[src/rtl/serial_pkg.sv]
`timescale 1ns/1ps
// Shared types and constants for the serial receiver/transmitter pair.
// Defining SERIAL_RX_PARITY_EN adds the PARITY state to the receiver FSM.
package serial_pkg;

  localparam int DEF_CLK_FREQ_HZ = 50_000_000;
  localparam int DEF_BAUD        = 115200;
  localparam int DEF_OVERSAMPLE  = 16;

  typedef enum logic [2:0] {
    ST_IDLE      = 3'd0,
    ST_START     = 3'd1,
    ST_DATA      = 3'd2,
    ST_STOP      = 3'd3,
`ifdef SERIAL_RX_PARITY_EN
    ST_PARITY    = 3'd5,
`endif
    ST_WAIT_HIGH = 3'd4
  } rx_state_e;

  // Clocks per oversample tick, rounded to nearest.
  function automatic int calc_divider(input int clk_hz, input int baud, input int os);
    int den;
    den = baud * os;
    return (clk_hz + den / 2) / den;
  endfunction

endpackage

[src/rtl/baud_tick_gen.sv]
`timescale 1ns/1ps
// Oversample tick generator: one-cycle tick every DIV clocks; clear holds the
// count at zero so the first tick lands DIV clocks after clear drops.
module baud_tick_gen
  import serial_pkg::*;
#(
  parameter int DIV = calc_divider(DEF_CLK_FREQ_HZ, DEF_BAUD, DEF_OVERSAMPLE)
) (
  input  logic clk,
  input  logic reset,
  input  logic clear,
  output logic tick
);

  localparam int CW = (DIV > 1) ? $clog2(DIV) : 1;

  logic [CW-1:0] cnt_q, cnt_d;

  always_comb begin
    tick  = (cnt_q == CW'(DIV - 1)) && !clear;
    cnt_d = cnt_q + 1'b1;
    if (clear || tick) cnt_d = '0;
  end

  always_ff @(posedge clk or negedge reset) begin
    if (!reset) cnt_q <= '0;
    else        cnt_q <= cnt_d;
  end

endmodule

[src/rtl/serial_receiver.sv]
`timescale 1ns/1ps
// Oversampling 8N1 UART receiver with framing-error and overrun reporting.
// Defining SERIAL_RX_PARITY_EN adds an even-parity bit and a parity_err pulse.
module serial_receiver
  import serial_pkg::*;
#(
  parameter int CLK_FREQ_HZ = DEF_CLK_FREQ_HZ,
  parameter int BAUD        = DEF_BAUD,
  parameter int OVERSAMPLE  = DEF_OVERSAMPLE
) (
  input  logic       clk,
  input  logic       reset,
  input  logic       rx,
  input  logic       rd,
  output logic [7:0] out_data,
  output logic       data_valid,
  output logic       frame_err,
  output logic       overrun,
`ifdef SERIAL_RX_PARITY_EN
  output logic       parity_err,
`endif
  output logic       busy
);

  localparam int DIV_RAW = calc_divider(CLK_FREQ_HZ, BAUD, OVERSAMPLE);
  localparam int DIV     = (DIV_RAW < 1) ? 1 : DIV_RAW;
  localparam int TW      = (OVERSAMPLE > 2) ? $clog2(OVERSAMPLE) : 1;
  localparam logic [TW-1:0] HALF_LAST = TW'(OVERSAMPLE / 2 - 1);
  localparam logic [TW-1:0] FULL_LAST = TW'(OVERSAMPLE - 1);

  rx_state_e     state_q, state_d;
  logic          rx_meta_q, rx_meta_d, rx_sync_q, rx_sync_d, rx_prev_q, rx_prev_d;
  logic [TW-1:0] tick_cnt_q, tick_cnt_d;
  logic [2:0]    bit_cnt_q, bit_cnt_d;
  logic [7:0]    shift_q, shift_d, out_data_q, out_data_d;
  logic          data_valid_q, data_valid_d, frame_err_q, frame_err_d;
  logic          overrun_q, overrun_d;
  logic          tick, sample;
`ifdef SERIAL_RX_PARITY_EN
  logic          parity_bad_q, parity_bad_d, parity_err_q, parity_err_d;
`endif

  baud_tick_gen #(.DIV(DIV)) u_tick (
    .clk   (clk),
    .reset (reset),
    .clear (state_q == ST_IDLE),
    .tick  (tick)
  );

  always_comb begin
    rx_meta_d    = rx;
    rx_sync_d    = rx_meta_q;
    rx_prev_d    = rx_sync_q;
    state_d      = state_q;
    tick_cnt_d   = tick_cnt_q;
    bit_cnt_d    = bit_cnt_q;
    shift_d      = shift_q;
    out_data_d   = out_data_q;
    data_valid_d = data_valid_q;
    overrun_d    = overrun_q;
    frame_err_d  = 1'b0;
`ifdef SERIAL_RX_PARITY_EN
    parity_bad_d = parity_bad_q;
    parity_err_d = 1'b0;
`endif
    // START samples mid-bit; later states sample one full bit apart.
    sample = tick && (tick_cnt_q == ((state_q == ST_START) ? HALF_LAST : FULL_LAST));
    if (tick) tick_cnt_d = sample ? '0 : tick_cnt_q + 1'b1;

    if (rd && data_valid_q) begin
      data_valid_d = 1'b0;
      overrun_d    = 1'b0;
    end

    case (state_q)
      ST_IDLE: begin
        tick_cnt_d = '0;
        bit_cnt_d  = '0;
        if (rx_prev_q && !rx_sync_q) state_d = ST_START;
      end
      ST_START: begin
        if (sample) state_d = rx_sync_q ? ST_IDLE : ST_DATA;
      end
      ST_DATA: begin
        if (sample) begin
          shift_d   = {rx_sync_q, shift_q[7:1]};
          bit_cnt_d = bit_cnt_q + 1'b1;
`ifdef SERIAL_RX_PARITY_EN
          if (bit_cnt_q == 3'd7) state_d = ST_PARITY;
`else
          if (bit_cnt_q == 3'd7) state_d = ST_STOP;
`endif
        end
      end
`ifdef SERIAL_RX_PARITY_EN
      ST_PARITY: begin
        if (sample) begin
          parity_bad_d = (^shift_q) ^ rx_sync_q;
          state_d      = ST_STOP;
        end
      end
`endif
      ST_STOP: begin
        if (sample) begin
`ifdef SERIAL_RX_PARITY_EN
          parity_err_d = parity_bad_q;
`endif
          if (rx_sync_q) begin
            // A load beats a coincident rd: valid stays set, overrun holds.
            out_data_d   = shift_q;
            data_valid_d = 1'b1;
            overrun_d    = overrun_q | (data_valid_q & ~rd);
            state_d      = ST_IDLE;
          end else begin
            frame_err_d = 1'b1;
            state_d     = ST_WAIT_HIGH;
          end
        end
      end
      ST_WAIT_HIGH: begin
        if (rx_sync_q) state_d = ST_IDLE;
      end
      default: state_d = ST_IDLE;
    endcase
  end

  always_ff @(posedge clk or negedge reset) begin
    if (!reset) begin
      rx_meta_q    <= 1'b1;
      rx_sync_q    <= 1'b1;
      rx_prev_q    <= 1'b1;
      state_q      <= ST_IDLE;
      tick_cnt_q   <= '0;
      bit_cnt_q    <= '0;
      shift_q      <= '0;
      out_data_q   <= '0;
      data_valid_q <= 1'b0;
      frame_err_q  <= 1'b0;
      overrun_q    <= 1'b0;
`ifdef SERIAL_RX_PARITY_EN
      parity_bad_q <= 1'b0;
      parity_err_q <= 1'b0;
`endif
    end else begin
      rx_meta_q    <= rx_meta_d;
      rx_sync_q    <= rx_sync_d;
      rx_prev_q    <= rx_prev_d;
      state_q      <= state_d;
      tick_cnt_q   <= tick_cnt_d;
      bit_cnt_q    <= bit_cnt_d;
      shift_q      <= shift_d;
      out_data_q   <= out_data_d;
      data_valid_q <= data_valid_d;
      frame_err_q  <= frame_err_d;
      overrun_q    <= overrun_d;
`ifdef SERIAL_RX_PARITY_EN
      parity_bad_q <= parity_bad_d;
      parity_err_q <= parity_err_d;
`endif
    end
  end

  assign out_data   = out_data_q;
  assign data_valid = data_valid_q;
  assign frame_err  = frame_err_q;
  assign overrun    = overrun_q;
  assign busy       = (state_q != ST_IDLE);
`ifdef SERIAL_RX_PARITY_EN
  assign parity_err = parity_err_q;
`endif

endmodule
[config.mk]
export PLATFORM = sky130hd
export DESIGN_NAME = serial_receiver
export DESIGN_NICKNAME = d
export VERILOG_FILES = /design/src/rtl/serial_pkg.sv /design/src/rtl/baud_tick_gen.sv /design/src/rtl/serial_receiver.sv
export SDC_FILE = /design/constraint.sdc
export NUM_CORES = 1
export LEC_CHECK = 0
export ABC_CLOCK_PERIOD_IN_PS = 1800
export BUFFER_PORTS_ARGS = -buffer_cell sky130_fd_sc_hd__buf_2
export CORE_ASPECT_RATIO = 1.25
export CORE_MARGIN = 8
export CORE_UTILIZATION = 45
export DETAILED_ROUTE_END_ITERATION = 10
export GPL_ROUTABILITY_DRIVEN = 0
export HOLD_SLACK_MARGIN = 0.02
export PLACE_DENSITY = 0.78
export SLEW_MARGIN = 25
export SYNTH_ARGS = -nofsm -noshare
export SYNTH_HDL_FRONTEND = slang
export SYNTH_SLANG_ARGS = --single-unit
[constraint.sdc]
create_clock -name clk -period 1.8 [get_ports clk]
set_clock_uncertainty 0.1 [all_clocks]
set_input_delay 0.18 -clock clk [delete_from_list [all_inputs] [get_ports clk]]
set_output_delay 0.18 -clock clk [all_outputs]
set_load 0.01 [all_outputs]
After elaboration in Yosys (flattened, before gate mapping)
Cells that the tools add are included.
{"block": "totals", "register_bits": 37, "latchBits": 0, "ram_bits": 0, "rom_bits": 0, "in_bits": 4, "word_cells": 73, "n_memories": 0}
{"block": "classes", "n_addsub": 3, "n_mul": 0, "n_div": 0, "order_cmp": 0, "eq_ne": 13, "shift": 0, "n_mux": 27, "bitwise": 3, "n_reduce_logical": 15}
{"operator": "2-to-1 mux 3 bit", "n": 8}
{"operator": "2-to-1 mux 4 bit", "n": 4}
{"operator": "case mux 3 bit (5 select lines)", "n": 1}
{"operator": "!= test 2 bit, second input constant", "n": 6}
{"operator": "2-to-1 mux 1 bit", "n": 11}
{"operator": "equality test 3 x 2 -> 1 bit, second input constant", "n": 2}
{"operator": "equality test 3 bit, second input constant", "n": 2}
{"operator": "case mux 3 bit (2 select lines)", "n": 1}
{"operator": "AND reduction 6 bit", "n": 1}
{"operator": "adder 5 x 1 -> 5 bit, second input constant", "n": 1}
{"operator": "equality test 5 bit, second input constant", "n": 1}
{"operator": "2-to-1 mux 5 bit", "n": 1}
{"operator": "adder 4 x 1 -> 4 bit, second input constant", "n": 1}
{"operator": "equality test 4 bit", "n": 1}
{"operator": "logical AND 1 bit", "n": 4}
{"operator": "AND reduction 2 bit", "n": 2}
{"operator": "nonzero test 2 bit", "n": 2}
{"operator": "adder 3 x 1 -> 3 bit, second input constant", "n": 1}
{"operator": "equality test 3 x 1 -> 1 bit, second input constant", "n": 1}
{"operator": "zero test 3 bit", "n": 1}
{"operator": "AND reduction 3 bit", "n": 1}
{"operator": "nonzero test 3 bit", "n": 1}
{"operator": "zero test 1 bit", "n": 2}
{"operator": "2-to-1 mux 2 bit", "n": 1}
{"operator": "4 further kinds", "n": 4}

Longest topological paths before layout
{"block": "depth", "depth_word": 7, "mapped_depth": 7, "depth_no_buf": 5}

Modules after synthesis
From an unflattened synthesis, not the netlist that was laid out.
{"block": "unflattened", "cells_unflattened": 133, "hier_area_um2": 1755.4}
{"mod": "serial_receiver", "n_inst": 1, "cells_each": 110, "area_per_inst_um2": 1480.2}
{"mod": "baud_tick_gen", "n_inst": 1, "cells_each": 23, "area_per_inst_um2": 275.3}

Worst setup path after synthesis
Ideal clock, no wire load.
{"block": "synth_timing", "kind": "register -> register", "startpoint": "register u_tick.cnt_q[0]", "endpoint": "register out_data_q[0], in the netlist out_data[0]", "setup_time_ns": 0.125, "arrival_time_ns": 1.648, "required_time_ns": 1.575, "setup_slack_ns": -0.073, "path_stages_with_launch": 8, "path_buffers": 2, "synth_period_minus_slack_ns": 1.873, "cell_sequence": "dfrtp_1 -> inv_1 -> ha_1 -> and4b_1 -> clkbuf_1 -> and3_1 -> buf_2 -> mux2_2"}
{"block": "synth_between", "elab_chain_len": 4}
{"element": "start: declaration", "line_no": "baud_tick_gen.sv:17", "rtl": "logic [CW-1:0] cnt_q, cnt_d;"}
{"element": "start signal: assignment", "line_no": "baud_tick_gen.sv:27", "rtl": "else cnt_q <= cnt_d;"}
{"element": "equality test 5 bit", "line_no": "baud_tick_gen.sv:20", "rtl": "tick = (cnt_q == CW'(DIV - 1)) && !clear;"}
{"element": "logical AND 1 bit", "line_no": "baud_tick_gen.sv:20"}
{"element": "logical AND 1 bit", "line_no": "serial_receiver.sv:67", "rtl": "sample = tick && (tick_cnt_q == ((state_q == ST_START) ? HALF_LAST : FULL_LAST));"}
{"element": "AND reduction 3 bit (no source line)"}
{"element": "end signal: assignment", "line_no": "serial_receiver.sv:152", "rtl": "out_data_q <= out_data_d;"}
{"element": "end: declaration", "line_no": "serial_receiver.sv:35", "rtl": "logic [7:0] shift_q, shift_d, out_data_q, out_data_d;"}
No other way between the ends.
A chain may end at the register's enable or synchronous reset.

Final worst setup path
{"block": "layout_timing", "startpoint": "register tick_cnt_q[1]", "endpoint": "register shift_q[7]"}
{"block": "layout_between", "elab_chain_len": 3}
{"element": "start: declaration", "line_no": "serial_receiver.sv:33", "rtl": "logic [TW-1:0] tick_cnt_q, tick_cnt_d;"}
{"element": "start signal: assignment", "line_no": "serial_receiver.sv:149", "rtl": "tick_cnt_q <= tick_cnt_d;"}
{"element": "equality test 4 bit", "line_no": "serial_receiver.sv:67"}
{"element": "logical AND 1 bit", "line_no": "serial_receiver.sv:67"}
{"element": "AND reduction 2 bit (no source line)"}
{"element": "end signal: assignment", "line_no": "serial_receiver.sv:151", "rtl": "shift_q <= shift_d;"}
{"element": "end: declaration", "line_no": "serial_receiver.sv:35"}
No other way between the ends.

==> results.sh <==
export IMPL_syn_to_final_growth_pct=25.0
export IMPL_cts_clk_slew_worst_paths_ns=0.08
export IMPL_drtAntennaViolNets=0
export IMPL_layout_min_cycle_time_ns=1.74
export IMPL_io_buffers=15
export IMPL_drcViolationCount=0
export IMPL_relSlewSlack_pct=47.1
export IMPL_path_class="flip-flop to flip-flop"
export IMPL_finalSetupViolCount=0
export IMPL_synth_area_per_cell_sq_um=12.2
export IMPL_muxShareOfSynthArea_pct=10.8
export IMPL_fin_hold_ws_ns=0.179
export IMPL_synth_main_ff_cell="dfrtp_1"
export IMPL_final_common_cell="dfrtp_1"
export IMPL_grt_pass1_vias=1272
export IMPL_synth_top_family_by_area="simple AND/OR/NAND/NOR gates"
export IMPL_coreArea_sq_um=3510
export IMPL_die_w_um=70.5
export IMPL_p_leak_nw=1.05
export IMPL_drt_total_wl_mm=3.53
export IMPL_cts_sinks=37
export IMPL_seq_area_frac_synth_pct=55.7
export IMPL_yosysWarnings=0
export IMPL_cap_violations=0
export IMPL_ys_ff_latch=37
export IMPL_antenna_found_initial=0
export IMPL_dr_pass1_iters=4
export IMPL_fin_crit_sh_pct=96.8
export IMPL_irDropWorstVdd_mv=0.724
export IMPL_via_per_inst=5.58
export IMPL_wl_per_cell_um=16.4
export IMPL_fmax_ghz=0.574
export IMPL_worst_setup_path_start_kind="flip-flop"
export IMPL_grt_ovfl_total=0
export IMPL_whs_path_depth=3
export IMPL_grt_max_degree=38
export IMPL_pwr_density_cell_nw_per_um2=884
export IMPL_hold_path_class="input pin to flip-flop"
export IMPL_synth_cell_types=39
export IMPL_tightestPinTransition_ns=0.794
export IMPL_initial_core_util_pct=47.5
export IMPL_synth_simple_area_share_pct=14.5
export IMPL_nets=184
export IMPL_drive_above_1_share_pct=41.5
export IMPL_cts_root_buffer="clkbuf_8"
export IMPL_path_max_fanout=8
export IMPL_synth_edff_count=0
export IMPL_syn_num_nets=146
export IMPL_die_h_um=84.1
export IMPL_clkLatencyLatePin_ns=0.30
export IMPL_drv_slew=0
export IMPL_r2r_cells=6
export IMPL_finalHoldViolCount=0
export IMPL_rows=24
export IMPL_outcome="finished, final reports clean"
export IMPL_ioPinCount=16
export IMPL_report_power_total_mw=1.84
export IMPL_yosys_area_share_adder_pct=3.75
export IMPL_critPathRequiredTime_ns=1.88
export IMPL_htree_levels=2
export IMPL_worst_setup_path_end_kind="flip-flop"
export IMPL_synth_compound_area_share_pct=9.15
export IMPL_synth_xor_area_share_pct=3.15
export IMPL_synthCells=137
export IMPL_cts_buffer_depth=2
export IMPL_vias=1200
export IMPL_cts_tree="yes"
export IMPL_synthArstFlopShare_pct=100
export IMPL_syn_cell_area_sq_um=1670
export IMPL_crit_arrival_ns=1.82
export IMPL_die_area_sq_um=5930
export IMPL_dpl_hpwl_mm=2.54
export IMPL_grt_pass1_wl_mm=5.75
export IMPL_final_cell_mix="dfrtp_1 (34), buf_4 (17), mux2_2 (16), buf_2 (15), nand2_1 (11)"
export IMPL_antenna_cells=0
export IMPL_grt_use_total_pct=12.1
export IMPL_cts_buffers=5
export IMPL_drt_iter0_markers=26
-- worst max-delay path, stage by stage, from the launching register on --
cell	delay [ns]
dfrtp_1	0.36
ha_2	0.21
buf_6	0.11
nand3_4	0.09
nor4_4	0.25
buf_6	0.17
mux2_2	0.33
-- what timing repair did --
| item | CTS | global route |
|---|---|---|
| hold buffers | 2 | 0 |
| pin swaps | 0 | 2 |
| cloned | 0 | 0 |
| resized for setup | 3 | 14 |
| setup endpoints to repair | 19 | 22 |
| endpoints found under the hold margin | 35 | 0 |
| setup buffers | 0 | 1 |
-- layer usage --
metal	up-vias	wire length, um	track usage (%)
li1	572	-	-
met1	589	1430	12.9
met2	27	1850	19.8
met3	12	128	4.29
met4	0	119	7.14
met5	-	0	0
-- sequential cells by signal (all words and copies together), names as in the netlist --
signal,count
state_q,3
shift_q,8
u_tick.cnt_q,5
rx_prev_q,1
rx_prev_d,1
data_valid,1
bit_cnt_q,3
overrun,1
frame_err,1
rx_meta_q,1
tick_cnt_q,4
out_data,8
-- stage by stage --
stage	util, %	setup slack [ns]	std cells	TNS [ns]	cell area (sq um)
final	59.4	0.0572	215	0	2090
after global routing	59.4	-0.00565	215	-0.0161	2090
after CTS	57.7	0.00249	214	0	2030
after detailed placement	54.1	-0.0685	204	-0.708	1900
after global placement	54.1	-0.0233	204	-0.0233	1900
after floorplan	-	-0.0166	137	-0.133	1670
-- layout make-up --
cell class | count | area [sq um]
repair buffers | 36 | 245
well taps | 39 | 48.8
fillers | 271 | 1430
clock buffers | 7 | 86.3
multi-input cells | 89 | 746
clock inverters | 1 | 7.51
inverters | 6 | 22.5
flip-flops and latches | 37 | 930
-- where the power goes --
group	switching [mW]	leakage, nW	internal (mW)	total, mW
Combinational	0.150	0.514	0.141	0.291
Clock	0.287	0.0445	0.311	0.598
Sequential	0.0614	0.496	0.895	0.956
-- synthesized netlist by cell type (all sizes together), types with 2 or more instances --
cell type | instances | area share (%)
dfrtp | 34 | 51
mux2 | 16 | 11
nand2 | 11 | 2.5
nor2 | 8 | 1.8
inv | 6 | 1.3
a21oi | 5 | 1.5
ha | 5 | 3.7
nand3 | 5 | 1.5
o211ai | 4 | 1.8
o311ai | 4 | 2.1
xor2 | 4 | 2.1
clkbuf | 3 | 0.67
dfstp | 3 | 4.7
a22oi | 2 | 0.90
and3 | 2 | 0.75
and4b | 2 | 1.3
buf | 2 | 0.97
nor4 | 2 | 1.6
or2 | 2 | 0.75
or4 | 2 | 0.97
xnor2 | 2 | 1.0
-- kinds of logic (layout without fill, tap and decap cells) --
| family | Yosys count | after routing |
|---|---|---|
| flops | 37 | 37 |
| fa+ha+maj | 5 | 5 |
| buf+inv | 11 | 50 |
| compound gates | 21 | 21 |
| mux | 16 | 16 |
| xor+xnor | 6 | 6 |
| simple gates | 41 | 41 |
-- final timing paths --
kind                                                 from                  endpoint  slack, ns
min in group asynchronous                           reset    shift_q[1]$_DFFE_PN0P_       0.40
worst max-delay path            tick_cnt_q[1]$_DFFE_PN0N_    shift_q[7]$_DFFE_PN0P_       0.06
worst min-delay path                                   rd      data_valid$_DFF_PN0_       0.18
worst max register to register  tick_cnt_q[1]$_DFFE_PN0N_    shift_q[7]$_DFFE_PN0P_       0.06
worst min register to register        rx_meta_q$_DFF_PN1_       rx_prev_d$_DFF_PN1_       0.26
max in group asynchronous                           reset  bit_cnt_q[1]$_DFFE_PN0P_       0.70
Power figures use the tool's default switching activity.
